===== config.mk =====
export PLATFORM = sky130hd
export DESIGN_NAME = axistream_arbiter
export DESIGN_NICKNAME = d
export VERILOG_FILES = /design/src/rtl/axistream_arbiter_pkg.sv /design/src/rtl/axistream_skid.sv /design/src/rtl/axistream_arbiter.sv
export SDC_FILE = /design/constraint.sdc
export NUM_CORES = 1
export LEC_CHECK = 0
export CORE_UTILIZATION = 55
export DETAILED_ROUTE_END_ITERATION = 16
export PLACE_DENSITY = 0.86
export RECOVER_POWER = 100
export SLEW_MARGIN = 20
export SYNTH_ARGS = -nofsm -noshare
export SYNTH_HDL_FRONTEND = slang
export SYNTH_HIERARCHICAL = 1
export SYNTH_SLANG_ARGS = --single-unit

===== constraint.sdc =====
create_clock -name clk -period 6.3 [get_ports clk]
set_input_delay 1.26 -clock clk [delete_from_list [all_inputs] [get_ports clk]]
set_output_delay 1.26 -clock clk [all_outputs]
set_load 0.03 [all_outputs]

===== src/rtl/axistream_arbiter_pkg.sv =====
// ---------------------------------------------------------------------------
// axistream_arbiter_pkg
//
// Shared types for the packet-aware AXI-Stream arbiter and its skid stage.
//
// Contents:
//   arbState_e    - arbiter FSM states (IDLE, GRANT)
//   beat_t        - one AXI-Stream beat plus the index of the producing port
//   portIdxWidth  - width of a port index for a given number of ports
//
// beat_t is sized for the widest supported configuration (16 ports, 64-bit
// tdata). Narrower instances zero-fill the unused upper bits, and synthesis
// trims them away because they never change.
// ---------------------------------------------------------------------------
package axistream_arbiter_pkg;

  localparam int MAX_PORTS      = 16;
  localparam int MAX_DATA_WIDTH = 64;
  localparam int MAX_IDX_WIDTH  = 4;

  typedef enum logic {
    IDLE  = 1'b0,
    GRANT = 1'b1
  } arbState_e;

  typedef struct packed {
    logic [MAX_DATA_WIDTH-1:0] tdata;
    logic                      tid;
    logic                      tdest;
    logic                      tlast;
    logic                      tkeep;
    logic                      terr;
    logic [MAX_IDX_WIDTH-1:0]  tsrc;
  } beat_t;

  // A port index is never narrower than one bit, even for two ports.
  function automatic int portIdxWidth(input int numPorts);
    return (numPorts <= 2) ? 1 : $clog2(numPorts);
  endfunction

endpackage


===== src/rtl/axistream_skid.sv =====
// ---------------------------------------------------------------------------
// axistream_skid
//
// Two-entry register slice carrying one beat_t per entry. The output comes
// straight from the head register, and in_ready_o is registered, so there is
// no combinational path from out_ready_i back to in_ready_o.
//
// Ports:
//   clk          - clock, rising edge
//   rst          - synchronous active-high reset, empties both entries
//   in_valid_i   - upstream beat is valid
//   in_ready_o   - registered "not full"; low only when both entries hold data
//   in_beat_i    - upstream beat
//   out_valid_o  - head entry holds data
//   out_ready_i  - downstream accepts the head entry
//   out_beat_o   - head entry
// ---------------------------------------------------------------------------
module axistream_skid
  import axistream_arbiter_pkg::*;
(
  input  logic  clk,
  input  logic  rst,
  input  logic  in_valid_i,
  output logic  in_ready_o,
  input  beat_t in_beat_i,
  output logic  out_valid_o,
  input  logic  out_ready_i,
  output beat_t out_beat_o
);

  logic [1:0] count_q, count_d;
  beat_t      head_q, head_d;
  beat_t      tail_q, tail_d;
  logic       notFull_q, notFull_d;
  logic       push;
  logic       pop;

  assign push = in_valid_i & notFull_q;
  assign pop  = (count_q != 2'd0) & out_ready_i;

  // Occupancy update. The head always holds the oldest beat; the tail only
  // fills when a push arrives while the head is occupied and not leaving.
  // A push and pop with one entry held replaces the head in place.
  // "Not full" is derived from the next-state occupancy so it can be
  // registered and still be exact in the following cycle.
  always_comb begin
    count_d = count_q;
    head_d  = head_q;
    tail_d  = tail_q;
    case ({push, pop})
      2'b10: begin
        if (count_q == 2'd0) begin
          head_d = in_beat_i;
        end else begin
          tail_d = in_beat_i;
        end
        count_d = count_q + 2'd1;
      end
      2'b01: begin
        head_d  = tail_q;
        count_d = count_q - 2'd1;
      end
      2'b11: begin
        if (count_q == 2'd1) begin
          head_d = in_beat_i;
        end else begin
          head_d = tail_q;
          tail_d = in_beat_i;
        end
      end
      default: begin
      end
    endcase
    notFull_d = (count_d != 2'd2);
  end

  // Storage registers. Reset clears the payload as well so the output bus
  // reads as zero until the first beat arrives.
  always_ff @(posedge clk) begin
    if (rst) begin
      count_q   <= 2'd0;
      head_q    <= '0;
      tail_q    <= '0;
      notFull_q <= 1'b1;
    end else begin
      count_q   <= count_d;
      head_q    <= head_d;
      tail_q    <= tail_d;
      notFull_q <= notFull_d;
    end
  end

  assign in_ready_o  = notFull_q;
  assign out_valid_o = (count_q != 2'd0);
  assign out_beat_o  = head_q;

endmodule


===== src/rtl/axistream_arbiter.sv =====
// ---------------------------------------------------------------------------
// axistream_arbiter
//
// Packet-aware round-robin arbiter merging NUM_PORTS AXI-Stream inputs onto
// one output. A grant is held from the first beat of a packet until its tlast
// beat is accepted, so packets are never interleaved. Each new arbitration
// costs one IDLE cycle. A two-entry skid stage drives the output.
//
// Parameters:
//   NUM_PORTS  - number of slave inputs, 2..16
//   DATA_WIDTH - tdata width, 1..64
//
// Ports:
//   clk, rst                      - clock and synchronous active-high reset
//   s_axis_tvalid/tready          - per-port handshake, at most one ready high
//   s_axis_tid/tdest/tlast/tkeep/terr - per-port sideband, bit i is port i
//   s_axis_tdata                  - port i at [i*DATA_WIDTH +: DATA_WIDTH]
//   m_axis_tvalid/tready          - output handshake
//   m_axis_tid/tdest/tlast/tkeep/terr/tdata - output beat
//   m_axis_tsrc                   - index of the port that produced the beat
// ---------------------------------------------------------------------------
module axistream_arbiter
  import axistream_arbiter_pkg::*;
#(
  parameter  int NUM_PORTS  = 4,
  parameter  int DATA_WIDTH = 8,
  localparam int IDX_W      = portIdxWidth(NUM_PORTS)
) (
  input  logic                            clk,
  input  logic                            rst,
  input  logic [NUM_PORTS-1:0]            s_axis_tvalid,
  output logic [NUM_PORTS-1:0]            s_axis_tready,
  input  logic [NUM_PORTS-1:0]            s_axis_tid,
  input  logic [NUM_PORTS-1:0]            s_axis_tdest,
  input  logic [NUM_PORTS-1:0]            s_axis_tlast,
  input  logic [NUM_PORTS-1:0]            s_axis_tkeep,
  input  logic [NUM_PORTS-1:0]            s_axis_terr,
  input  logic [NUM_PORTS*DATA_WIDTH-1:0] s_axis_tdata,
  output logic                            m_axis_tvalid,
  input  logic                            m_axis_tready,
  output logic                            m_axis_tid,
  output logic                            m_axis_tdest,
  output logic                            m_axis_tlast,
  output logic                            m_axis_tkeep,
  output logic                            m_axis_terr,
  output logic [DATA_WIDTH-1:0]           m_axis_tdata,
  output logic [IDX_W-1:0]                m_axis_tsrc
);

  arbState_e        state_q, state_d;
  logic [IDX_W-1:0] grant_q, grant_d;
  logic [IDX_W-1:0] lastGrant_q, lastGrant_d;

  logic             rrFound;
  logic [IDX_W-1:0] rrSel;

  logic             skidInValid;
  logic             skidNotFull;
  logic             accept;
  beat_t            inBeat;
  beat_t            headBeat;
  logic             unusedHeadBits;

  logic [DATA_WIDTH-1:0] portData [NUM_PORTS];

  for (genvar i = 0; i < NUM_PORTS; i++) begin : g_portData
    assign portData[i] = s_axis_tdata[i*DATA_WIDTH +: DATA_WIDTH];
  end

  // Round-robin search: the first requesting port strictly after the last
  // granted one, wrapping. The last-granted port itself is checked last.
  always_comb begin
    int               cand;
    logic [IDX_W-1:0] candIdx;
    rrFound = 1'b0;
    rrSel   = '0;
    cand    = 0;
    candIdx = '0;
    for (int k = 1; k <= NUM_PORTS; k++) begin
      cand = int'(lastGrant_q) + k;
      if (cand >= NUM_PORTS) begin
        cand = cand - NUM_PORTS;
      end
      candIdx = IDX_W'(cand);
      if (!rrFound && s_axis_tvalid[candIdx]) begin
        rrFound = 1'b1;
        rrSel   = candIdx;
      end
    end
  end

  assign skidInValid = (state_q == GRANT) & s_axis_tvalid[grant_q];
  assign accept      = skidInValid & skidNotFull;

  // FSM next state. The grant is held through tvalid gaps; only an accepted
  // tlast beat releases it and records the port for the next search.
  always_comb begin
    state_d     = state_q;
    grant_d     = grant_q;
    lastGrant_d = lastGrant_q;
    case (state_q)
      IDLE: begin
        if (rrFound) begin
          grant_d = rrSel;
          state_d = GRANT;
        end
      end
      GRANT: begin
        if (accept && s_axis_tlast[grant_q]) begin
          lastGrant_d = grant_q;
          state_d     = IDLE;
        end
      end
      default: begin
        state_d = IDLE;
      end
    endcase
  end

  // last_grant resets to the top port so that port 0 wins first.
  always_ff @(posedge clk) begin
    if (rst) begin
      state_q     <= IDLE;
      grant_q     <= '0;
      lastGrant_q <= IDX_W'(NUM_PORTS - 1);
    end else begin
      state_q     <= state_d;
      grant_q     <= grant_d;
      lastGrant_q <= lastGrant_d;
    end
  end

  // Only the granted port sees ready, and only while the skid stage has room.
  always_comb begin
    s_axis_tready = '0;
    if (state_q == GRANT) begin
      s_axis_tready[grant_q] = skidNotFull;
    end
  end

  // Input mux: the granted port's beat, tagged with its index.
  always_comb begin
    inBeat                   = '0;
    inBeat.tdata[DATA_WIDTH-1:0] = portData[grant_q];
    inBeat.tid               = s_axis_tid[grant_q];
    inBeat.tdest             = s_axis_tdest[grant_q];
    inBeat.tlast             = s_axis_tlast[grant_q];
    inBeat.tkeep             = s_axis_tkeep[grant_q];
    inBeat.terr              = s_axis_terr[grant_q];
    inBeat.tsrc[IDX_W-1:0]   = grant_q;
  end

  axistream_skid u_skid (
    .clk         (clk),
    .rst         (rst),
    .in_valid_i  (skidInValid),
    .in_ready_o  (skidNotFull),
    .in_beat_i   (inBeat),
    .out_valid_o (m_axis_tvalid),
    .out_ready_i (m_axis_tready),
    .out_beat_o  (headBeat)
  );

  assign m_axis_tdata = headBeat.tdata[DATA_WIDTH-1:0];
  assign m_axis_tid   = headBeat.tid;
  assign m_axis_tdest = headBeat.tdest;
  assign m_axis_tlast = headBeat.tlast;
  assign m_axis_tkeep = headBeat.tkeep;
  assign m_axis_terr  = headBeat.terr;
  assign m_axis_tsrc  = headBeat.tsrc[IDX_W-1:0];

  // Upper bits of the wide beat fields are constant zero in this instance.
  assign unusedHeadBits = ^{headBeat.tdata, headBeat.tsrc};

endmodule


==> implementation parameters, run 1 <==
Parameter                              Value

Routing
  Post-detailed-route count of antenna-violating nets    0
  DRT Wirelength    between 5 and 6 mm
  Initial DRC count    roughly 220
  Residual DRC    0
  Wire length per cell    between 15 and 20 µm
  Vias    about 2100
  First-pass iteration count of the detailed router    7
  Vias per inst    slightly below 6

Timing
  Setup clock skew after layout    0.00373 ns
  Number of hold violations in the final report    0
  Post-route clock period utilization    between 60% and 70%
  Time the final worst path needs with I/O delays and setup    approximately 4.2 ns
  Worst slew margin relative to its limit    14.0%
  Max Slew Vio Count    0
  Maximum frequency from static timing analysis    0.237 GHz
  Final setup violating endpoints    0
  Post-Route Setup TNS    0 ns
  Actual slew at the worst max-slew pin    1.29 ns
  Setup repair after global routing missed its margin    no

Die
  Effective utilization at floorplan    about three fifths
  Cell row count    22
  Die ar.    4150 µm²
  Die Span Y    between 60 and 70 µm
  Die Span X    64.4 µm
  Core region area    between 3000 and 4000 µm²
  Top-Level Pins    79

Clock tree
  Hold_buf cts    0
  Maximum buffer depth of the clock tree    2
  Clock Sink Count    38
  Buffer cell driving the clock tree root    clkbuf_8
  Clock network latency to the later pin of the worst-skew pair    around 0.29 ns
  Post-CTS setup repair buffer count    0
  Gates resized, CTS repair    0
  Deepest level of the CTS H-tree    2
  Clock edge transition at the registers on the reported setup and hold paths    roughly 0.070 ns
  CTS Buf Count    5
  CTS tree    done

Global route
  Aggregate global routing overflow    0
  Routing layer with the top usage in global route    met2
  Global-route wire length before repair    a little over 9 mm
  Global-route total usage across every layer    between 20% and 30%
  Grt met3 use    under 10%
  Met2 global-route usage    46.4%
  Pin count of the biggest net entering global routing    41
  Antenna violations before repair    0
  GR Util met1    a little under two fifths
  Via count of the first global-routing pass    1921

Run status
  Result of the run    finished clean

Setup path
  Data arrival, critical path    roughly 4.4 ns
  Critical path, cell by cell    dlygate4sd3_1, mux2i_1, nand2_1, and3_1, nand2_1, inv_1, ha_1, nand2b_1, a21oi_1, a221oi_1, nor3_1
  Category of the worst setup path capture point    register
  Worst Setup Path Type    primary input to register
  Delay of the slowest critical-path stage    0.99 ns
  Cell type with the highest occurrence count on the critical path    nand2_1
  Largest delay contributor family on the critical path    compound AO/OA/AOI/OAI gates
  Nature of the critical path startpoint    primary input
  Largest fanout on the critical path    15
  Critical-path cell with the highest stage delay    a21oi_1
  Data required time at the worst endpoint    6.51 ns
  Internal reg-to-reg setup slack    2.65 ns
  Buf+Inv Stages, Crit Path    2

Cells and area
  Filler instances    between 200 and 300
  Net count reported at finish    370
  Area overhead of the layout relative to synthesis    38.2%
  Share of post-route cells with drive strength above 1    around 6.2%
  Diodes inserted    0
  Sequential Area    between 700 and 800 µm²
  Area used by multi-input combinational logic    about 1200 µm²

Synthesis
  Post-Syn Area per Cell    slightly below 9 µm²
  Synthesized instance count    248
  Ys Warns    6
  Total nets after synthesis    approximately 310
  Post-Syn Area    approximately 2100 µm²

Placed design
  Gpl congestion    ~0.81
  Half-perimeter wire length after placement    approximately 3.7 mm
  Count of input and output buffers    a little under 80

Pwr
  Leakage power    around 0.0012 µW
  Maximum vdd drop    between 0.2 and 0.3 mV
  Power per Cell Area    between 400 and 500 nW/µm²
  Final Total Pwr    1220 µW

Worst hold path
  Path class of the lowest-slack min-delay path    register to register

Flow run
  Max-cap violations    0
## state kept, by name (all words and copies together), names as in the netlist
register / cells
u_skid/tail_q: 15
grant_q: 2
u_skid/count_q: 2
u_skid/in_ready_o: 1
lastGrant_q: 2
state_q: 1
u_skid/out_beat_o: 15
## layer usage
metal  part of all wire [%]  wire (µm)
met1                     41       2220
met2                     49       2650
met3                    7.4        397
met4                    2.3        124
met5                      0          0
## worst min-delay path: stages, from the launching register on
cell and delay (ns):
dfxtp_1 0.31, nand2_1 0.05, a21oi_1 0.05
## through the flow
stage	worst slack [ns]	std cells	hold slack, ns	cell area, µm²	utilization [%]
finish	2.08	353	0.461	2960	80.3
global route	1.81	353	0.476	2960	80.3
CTS	2.67	353	0.460	2980	80.8
detailed placement	2.42	346	0.449	2870	77.8
global placement	2.58	346	0.441	2870	77.8
floorplan	3.26	248	0.436	2140	-
## path summary, 6_finish.rpt
check,cells past startpoint,end,from
setup / recovery,11,u_skid/out_beat_o[8],s_axis_tvalid[3]
setup reg to reg,10,u_skid/tail_q[15],grant_q[1]
hold reg to reg,2,u_skid/tail_q[16],u_skid/tail_q[16]
hold / removal,2,u_skid/tail_q[16],u_skid/tail_q[16]
## placed cells by master, fill, tap and decap left out
| master | n |
|---|---|
| inv_1 | 10 |
| a21o_1 | 1 |
| a221oi_1 | 15 |
| a21oi_2 | 1 |
| dlygate4sd3_1 | 21 |
| nand3_1 | 2 |
| a311oi_1 | 1 |
| ha_1 | 6 |
| o21ai_0 | 3 |
| nor2_1 | 29 |
| a211oi_1 | 2 |
| a31oi_1 | 1 |
| o21ai_2 | 1 |
| and3_1 | 1 |
| mux2i_1 | 4 |
| clkbuf_8 | 6 |
| dfxtp_1 | 38 |
| o221ai_1 | 2 |
| bufinv_16 | 1 |
| nor3_1 | 16 |
| nor2b_1 | 1 |
| a21oi_1 | 18 |
| nand3b_1 | 1 |
| nand2_1 | 38 |
| a22oi_1 | 1 |
| clkdlybuf4s50_1 | 57 |
| nor2b_2 | 1 |
| o22ai_1 | 4 |
| buf_4 | 2 |
| mux4_1 | 6 |
| a22o_1 | 1 |
| o21bai_1 | 1 |
| nand2b_1 | 5 |
| mux4_2 | 7 |
| and2_0 | 1 |
## layout make-up
type	count	share of cell area, %
clock inverters	1	1.01
inverters	10	1.27
multi-input cells	170	40.4
well taps	48	2.03
flip-flops and latches	38	25.7
clock buffers	6	2.79
repair buffers	80	26.9
## where the power goes
group / internal (µW) / switching, µW / total [µW]
sequential: 327 / 54.2 / 381
combinational: 254 / 380 / 634
clock: 127 / 81.4 / 208
total: 708 / 515 / 1220
No activity file was read; power rests on OpenSTA's default activity.
==> run 2, diff against run 1 <==
- CORE_UTILIZATION: 55 -> 53
- PLACE_DENSITY: 0.86 -> 0.87
- clock period: 6.3 -> 3.4 ns (I/O delays scaled with it)
==> run 2 against run 1 <==
Cell count is 0.85% higher; die area increased by 3.6%; routed wire length rose by 4.6%; worst hold slack worse by 0.0014 ns; power rose by 89%; clock power increased by 88%; design area is 1.3% higher; flip-flop and latch count is the same.
==> implementation parameters, run 2 (synthesis results as in run 1) <==
Parameter                              Value

Pwr
  Relative contribution of the clock network to total power    17.0% (about the same)
  Fraction of power spent switching nets    42.3% (was 42.1%)
  Power per Cell Area    769 nW/µm² (was 413 nW/µm²)
  Leakage power    0.00117 µW (was 0.00115 µW)
  Fraction of power consumed by sequential logic    30.6% (was 31.2%)
  Internal cell power    1330 µW (was 708 µW)
  Maximum vdd drop    0.336 mV (was 0.258 mV)
  Switching Power    976 µW (was 515 µW)
  Final Total Pwr    2310 µW (was 1220 µW)
  Proportion of power drawn by combinational gates    52.3% (was 51.8%)

Routing
  First-pass iteration count of the detailed router    4 (was 7)
  Initial DRC count    207 (was 217)
  Vias    2100 (was 2092)
  DRT Wirelength    5.64 mm (was 5.39 mm)
  Wire length per cell    15.9 µm (was 15.3 µm)
  Post-detailed-route count of antenna-violating nets    0 (unchanged)
  Residual DRC    0 (unchanged)
  Vias per inst    5.90 (was 5.93)

Setup path
  Data arrival, critical path    3.26 ns (was 4.43 ns)
  Category of the worst setup path capture point    register (unchanged)
  CP startpoint    s_axis_tvalid[3] (unchanged)
  Nature of the critical path startpoint    primary input (unchanged)
  Origin of the critical flop-to-flop path    grant_q[1] (unchanged)
  Delay of the slowest critical-path stage    0.64 ns (was 0.99 ns)
  Data required time at the worst endpoint    3.57 ns (was 6.51 ns)
  Cell type with the highest occurrence count on the critical path    nand2_1 (unchanged)
  Critical path, cell by cell    dlygate4sd3_1, mux2i_1, nand2_1, and3_1, nand2_1, inv_1, ha_1, nand2_1, nand2_1, a221oi_1, nor3_1 (was dlygate4sd3_1, mux2i_1, nand2_1, and3_1, nand2_1, inv_1, ha_1, nand2b_1, a21oi_1, a221oi_1, nor3_1)
  Largest fanout on the critical path    15 (unchanged)
  Worst Setup Path Type    primary input to register (unchanged)
  Critical-path cell with the highest stage delay    dlygate4sd3_1 (was a21oi_1)

Global route
  Pin count of the biggest net entering global routing    24 (was 41)
  Global-route wire length before repair    9.12 mm (was 9.08 mm)
  Global-route total usage across every layer    27.9% (was 28.6%)
  Aggregate global routing overflow    0 (unchanged)
  Via count of the first global-routing pass    1938 (was 1921)
  Antenna violations before repair    0 (unchanged)

Timing
  Final setup violating endpoints    0 (unchanged)
  Worst slew margin relative to its limit    45.8% (was 14.0%)
  Actual slew at the worst max-slew pin    0.811 ns (was 1.29 ns)
  Post-route clock period utilization    about 90%
  Setup repair after global routing missed its margin    no (unchanged)
  Max Slew Vio Count    0 (unchanged)
  Number of hold violations in the final report    0 (unchanged)
  Post-Route Setup TNS    0 ns (unchanged)
  Smallest setup slack after layout    0.307 ns (was 2.08 ns)
  Maximum frequency from static timing analysis    roughly 0.32 GHz
  Setup clock skew after layout    0.00394 ns (was 0.00373 ns)
  Time the final worst path needs with I/O delays and setup    3.09 ns

Cells and area
  Fin cells    356 (was 353)
  Most common library cell in the layout ignoring fill and taps    clkdlybuf4s50_1 (unchanged)
  Area overhead of the layout relative to synthesis    40.0% (was 38.2%)
  Share of post-route cells with drive strength above 1    7.79% (was 6.23%)
  Net count reported at finish    373 (was 370)
  Diodes inserted    0 (unchanged)
  Utilization after layout    79.6% (was 80.3%)
  Most frequent cells in the layout    57 x clkdlybuf4s50_1, 38 x nand2_1, 38 x dfxtp_1, 29 x nor2_1, 21 x dlygate4sd3_1 (unchanged)

Die
  Core region area    3770 µm² (was 3690 µm²)
  Die Span Y    65.6 µm (was 64.4 µm)
  Die ar.    4300 µm² (was 4150 µm²)
  Die Span X    65.6 µm (was 64.4 µm)
  Cell row count    22 (unchanged)
  Effective utilization at floorplan    56.9% (was 58.1%)
  Top-Level Pins    79 (unchanged)

Clock tree
  CTS tree    done (unchanged)
  Clock Sink Count    38 (unchanged)
  Hold_buf cts    0 (unchanged)
  Clock network latency to the later pin of the worst-skew pair    0.29 ns (about the same)
  CTS Buf Count    5 (unchanged)
  Buffer cell driving the clock tree root    clkbuf_8 (unchanged)
  Clock edge transition at the registers on the reported setup and hold paths    0.07 ns (about the same)
  Gates resized, CTS repair    0 (unchanged)
  Deepest level of the CTS H-tree    2 (unchanged)
  Post-CTS setup repair buffer count    0 (unchanged)
  Maximum buffer depth of the clock tree    2 (unchanged)

Worst hold path
  Start point of the worst min-delay path    u_skid/tail_q[12] (was u_skid/tail_q[16])
  Path class of the lowest-slack min-delay path    register to register (unchanged)

Placed design
  Post-placement worst setup slack    0.177 ns (was 2.42 ns)
  Number of placed instances with taps included    349 (was 346)
  Count of input and output buffers    78 (unchanged)
  Half-perimeter wire length after placement    4.10 mm (was 3.72 mm)
  Gpl congestion    0.890 (was 0.815)

Flow run
  Max-cap violations    0 (unchanged)

Run status
  Result of the run    finished clean (unchanged)
-- run 2: path summary, 6_finish.rpt --
kind,end,slack [ns],cells past startpoint
max reg2reg,u_skid/out_beat_o[13],0.68,10
min,u_skid/tail_q[12],0.46,2
max,u_skid/out_beat_o[13],0.31,11
min reg2reg,u_skid/tail_q[12],0.46,2
-- run 2: critical path, delay by kind of cell --
kind	cells	cell delay, ns
AOI/OAI and AO/OA	1	0.52
adders and majority gates	1	0.24
buffers and inverters	2	0.75
muxes	1	0.21
and+or+nand+nor	6	0.86
-- run 2: through the flow --
stage,cell area [µm²],hold slack [ns]
global placement,2890,0.440
floorplan,2140,0.436
detailed placement,2890,0.446
finish,3000,0.460
CTS,3000,0.461
global route,3000,0.488
-- run 2: final cells by class --
| class | instances | area (µm²) |
|---|---|---|
| multi-input cells | 170 | 1210 |
| repair buffers | 83 | 818 |
| fillers | 266 | 769 |
| flip-flops and latches | 38 | 761 |
| clock buffers | 6 | 82.6 |
| well taps | 48 | 60.1 |
| inverters | 10 | 37.5 |
| clock inverters | 1 | 30.0 |
-- run 2: routing by layer --
metal	wire (µm)	global-route usage (%)	up-vias
met3	290	6.60	7
met4	44	5.98	0
met2	2840	48.1	77
met5	0	0	-
met1	2460	35.1	1014
li1	-	-	1002
-- run 2: power groups by stage --
stage | logic [µW] | registers, µW | clock network, µW
detailed placement | 1230 | 719 | 0
finish | 1210 | 707 | 392
global route | 1310 | 726 | 413
global placement | 1210 | 712 | 0
CTS | 1240 | 710 | 392
floorplan | 676 | 876 | 0
==> run 3, diff against run 2 <==
- RECOVER_POWER: 100 -> unset
==> run 3 against run 2 <==
Critical path depth did not move; die area did not move; clock skew fell by 0.0013 ns; register-to-register slack barely moved; non-clock buffer count did not move; cell count did not move; global-route usage did not move; core utilization rose by 0.066 points; largest power group unchanged; design area barely moved; worst hold slack got worse by 0.0011 ns; routed wire length rose by 0.25%.
==> implementation parameters, run 3 (synthesis results as in run 1) <==
Parameter                              Value

Pwr
  Fraction of power spent switching nets    41.7% (was 42.3%)
  Fraction of power consumed by sequential logic    30.2% (was 30.6%)
  Power per Cell Area    784 nW/µm² (was 769 nW/µm²)
  Leakage power    0.00112 µW (was 0.00117 µW)
  Final Total Pwr    2350 µW (was 2310 µW)
  Maximum vdd drop    0.340 mV (was 0.336 mV)
  Internal cell power    1370 µW (was 1330 µW)
  Switching Power    982 µW (was 976 µW)
  Proportion of power drawn by combinational gates    53.1% (was 52.3%)
  Relative contribution of the clock network to total power    16.7% (was 17.0%)

Timing
  Worst slew margin relative to its limit    45.7% (was 45.8%)
  Maximum frequency from static timing analysis    0.332 GHz (was 0.323 GHz)
  Number of hold violations in the final report    0 (unchanged)
  Post-route clock period utilization    88.6% (was 91.0%)
  Time the final worst path needs with I/O delays and setup    3.01 ns (was 3.09 ns)
  Setup clock skew after layout    0.00267 ns (was 0.00394 ns)
  Smallest hold slack    0.459 ns (was 0.460 ns)
  Final setup violating endpoints    0 (unchanged)
  Post-Route Setup TNS    0 ns (unchanged)
  Actual slew at the worst max-slew pin    0.813 ns (was 0.811 ns)
  Setup repair after global routing missed its margin    no (unchanged)
  Max Slew Vio Count    0 (unchanged)

Die
  Cell row count    22 (unchanged)
  Effective utilization at floorplan    56.9% (unchanged)
  Die ar.    4300 µm² (unchanged)
  Die Span X    65.6 µm (unchanged)
  Die Span Y    65.6 µm (unchanged)
  Top-Level Pins    79 (unchanged)
  Core region area    3770 µm² (unchanged)

Global route
  Antenna violations before repair    0 (unchanged)
  Global-route wire length before repair    9.12 mm (unchanged)
  Pin count of the biggest net entering global routing    24 (unchanged)
  Via count of the first global-routing pass    1938 (unchanged)
  Aggregate global routing overflow    0 (unchanged)
  Global-route total usage across every layer    27.9% (unchanged)

Setup path
  Worst Setup Path Type    primary input to register (unchanged)
  Origin of the critical flop-to-flop path    grant_q[1] (unchanged)
  Worst reg2reg path depth    10 (unchanged)
  Data required time at the worst endpoint    3.57 ns (about the same)
  Nature of the critical path startpoint    primary input (unchanged)
  Category of the worst setup path capture point    register (unchanged)
  Largest fanout on the critical path    15 (unchanged)
  Data arrival, critical path    3.18 ns (was 3.26 ns)
  Capturing point of the worst reg2reg path    u_skid/out_beat_o[13] (unchanged)
  Internal reg-to-reg setup slack    0.67 ns (was 0.68 ns)

Cells and area
  Area overhead of the layout relative to synthesis    40.1% (was 40.0%)
  Diodes inserted    0 (unchanged)
  Net count reported at finish    373 (unchanged)
  Area used by multi-input combinational logic    1210 µm² (about the same)
  Filler instances    265 (was 266)
  Sequential Area    761 µm² (unchanged)
  Most frequent cells in the layout    78 x clkdlybuf4s50_1, 38 x nand2_1, 38 x dfxtp_1, 29 x nor2_1, 17 x a21oi_1 (was 57 x clkdlybuf4s50_1, 38 x nand2_1, 38 x dfxtp_1, 29 x nor2_1, 21 x dlygate4sd3_1)
  Share of post-route cells with drive strength above 1    8.12% (was 7.79%)
  Most common library cell in the layout ignoring fill and taps    clkdlybuf4s50_1 (unchanged)

Routing
  Vias per inst    5.82 (was 5.90)
  Residual DRC    0 (unchanged)
  Wire length per cell    15.9 µm (about the same)
  Initial DRC count    219 (was 207)
  DRT Wirelength    5.66 mm (was 5.64 mm)
  Post-detailed-route count of antenna-violating nets    0 (unchanged)
  First-pass iteration count of the detailed router    4 (unchanged)
  Vias    2071 (was 2100)

Clock tree
  Deepest level of the CTS H-tree    2 (unchanged)
  Clock edge transition at the registers on the reported setup and hold paths    0.07 ns (about the same)
  Post-CTS setup repair buffer count    0 (unchanged)
  CTS tree    done (unchanged)
  Hold_buf cts    0 (unchanged)
  Buffer cell driving the clock tree root    clkbuf_8 (unchanged)
  CTS Buf Count    5 (unchanged)
  Gates resized, CTS repair    0 (unchanged)
  Clock Sink Count    38 (unchanged)
  Clock network latency to the later pin of the worst-skew pair    0.29 ns (about the same)
  Maximum buffer depth of the clock tree    2 (unchanged)

Worst hold path
  Start point of the worst min-delay path    u_skid/tail_q[12] (unchanged)
  Worst hold path stage count    2 (unchanged)
  Path class of the lowest-slack min-delay path    register to register (unchanged)
  Worst hold endpoint    u_skid/tail_q[12] (unchanged)

Placed design
  Gpl congestion    0.890 (unchanged)
  Half-perimeter wire length after placement    4.10 mm (unchanged)
  Count of input and output buffers    78 (unchanged)

Flow run
  Max-cap violations    0 (unchanged)

Run status
  Result of the run    finished clean (unchanged)
[run 3: cell count changes in the layout (fill, tap and decap cells not counted), sizes merged]
| cell | before | now |
|---|---|---|
| dlygate4sd3 | 21 | 0 |
| clkdlybuf4s50 | 57 | 78 |
[run 3: layout make-up]
class / count / area share (%)
repair buffers: 83 / 27.2
clock inverters: 1 / 1.00
clock buffers: 6 / 2.75
flip-flops and latches: 38 / 25.3
multi-input cells: 170 / 40.4
inverters: 10 / 1.25
well taps: 48 / 2.00
[run 3: worst max path at each step]
stage	startpoint	end	slack (ns)	depth (start not counted)
floorplan	s_axis_tvalid[3]	u_skid/tail_q[0]	0.94	13
global placement	s_axis_tvalid[3]	u_skid/out_beat_o[10]	0.27	11
detailed placement	s_axis_tvalid[3]	u_skid/out_beat_o[13]	0.18	11
CTS	s_axis_tvalid[3]	u_skid/tail_q[7]	0.48	11
global route	s_axis_tvalid[3]	u_skid/out_beat_o[13]	0.19	11
finish	s_axis_tvalid[3]	u_skid/out_beat_o[13]	0.39	11
[run 3: power by group through the flow]
stage,Clock (µW),Combinational [µW],Sequential [µW]
global route,413,1350,730
global placement,0,1210,712
detailed placement,0,1230,719
floorplan,0,676,876
CTS,392,1240,710
finish,393,1250,710
[run 3: layer usage]
metal	share of wire, %	up-vias	track usage (%)
met5	0	-	0
met4	0.81	0	5.98
met3	6.0	8	6.60
met2	50	72	48.1
met1	43	995	35.1
li1	-	996	-
[run 3: stage by stage]
stage,utilization (%),worst slack (ns),area (µm²),instances
5_1_grt,79.7,0.189,3000,356
6_report,79.7,0.388,3000,356
3_3_place_gp,76.7,0.269,2890,349
2_1_floorplan,-,0.937,2140,248
4_1_cts,79.7,0.482,3000,356
3_5_place_dp,76.7,0.177,2890,349
[run 3: critical path, stage by stage]
cell	delay, ns
clkdlybuf4s50_1	0.53
mux2i_1	0.23
nand2_1	0.07
and3_1	0.18
nand2_1	0.12
inv_1	0.11
ha_1	0.24
nand2_1	0.07
nand2_1	0.33
a221oi_1	0.52
nor3_1	0.09
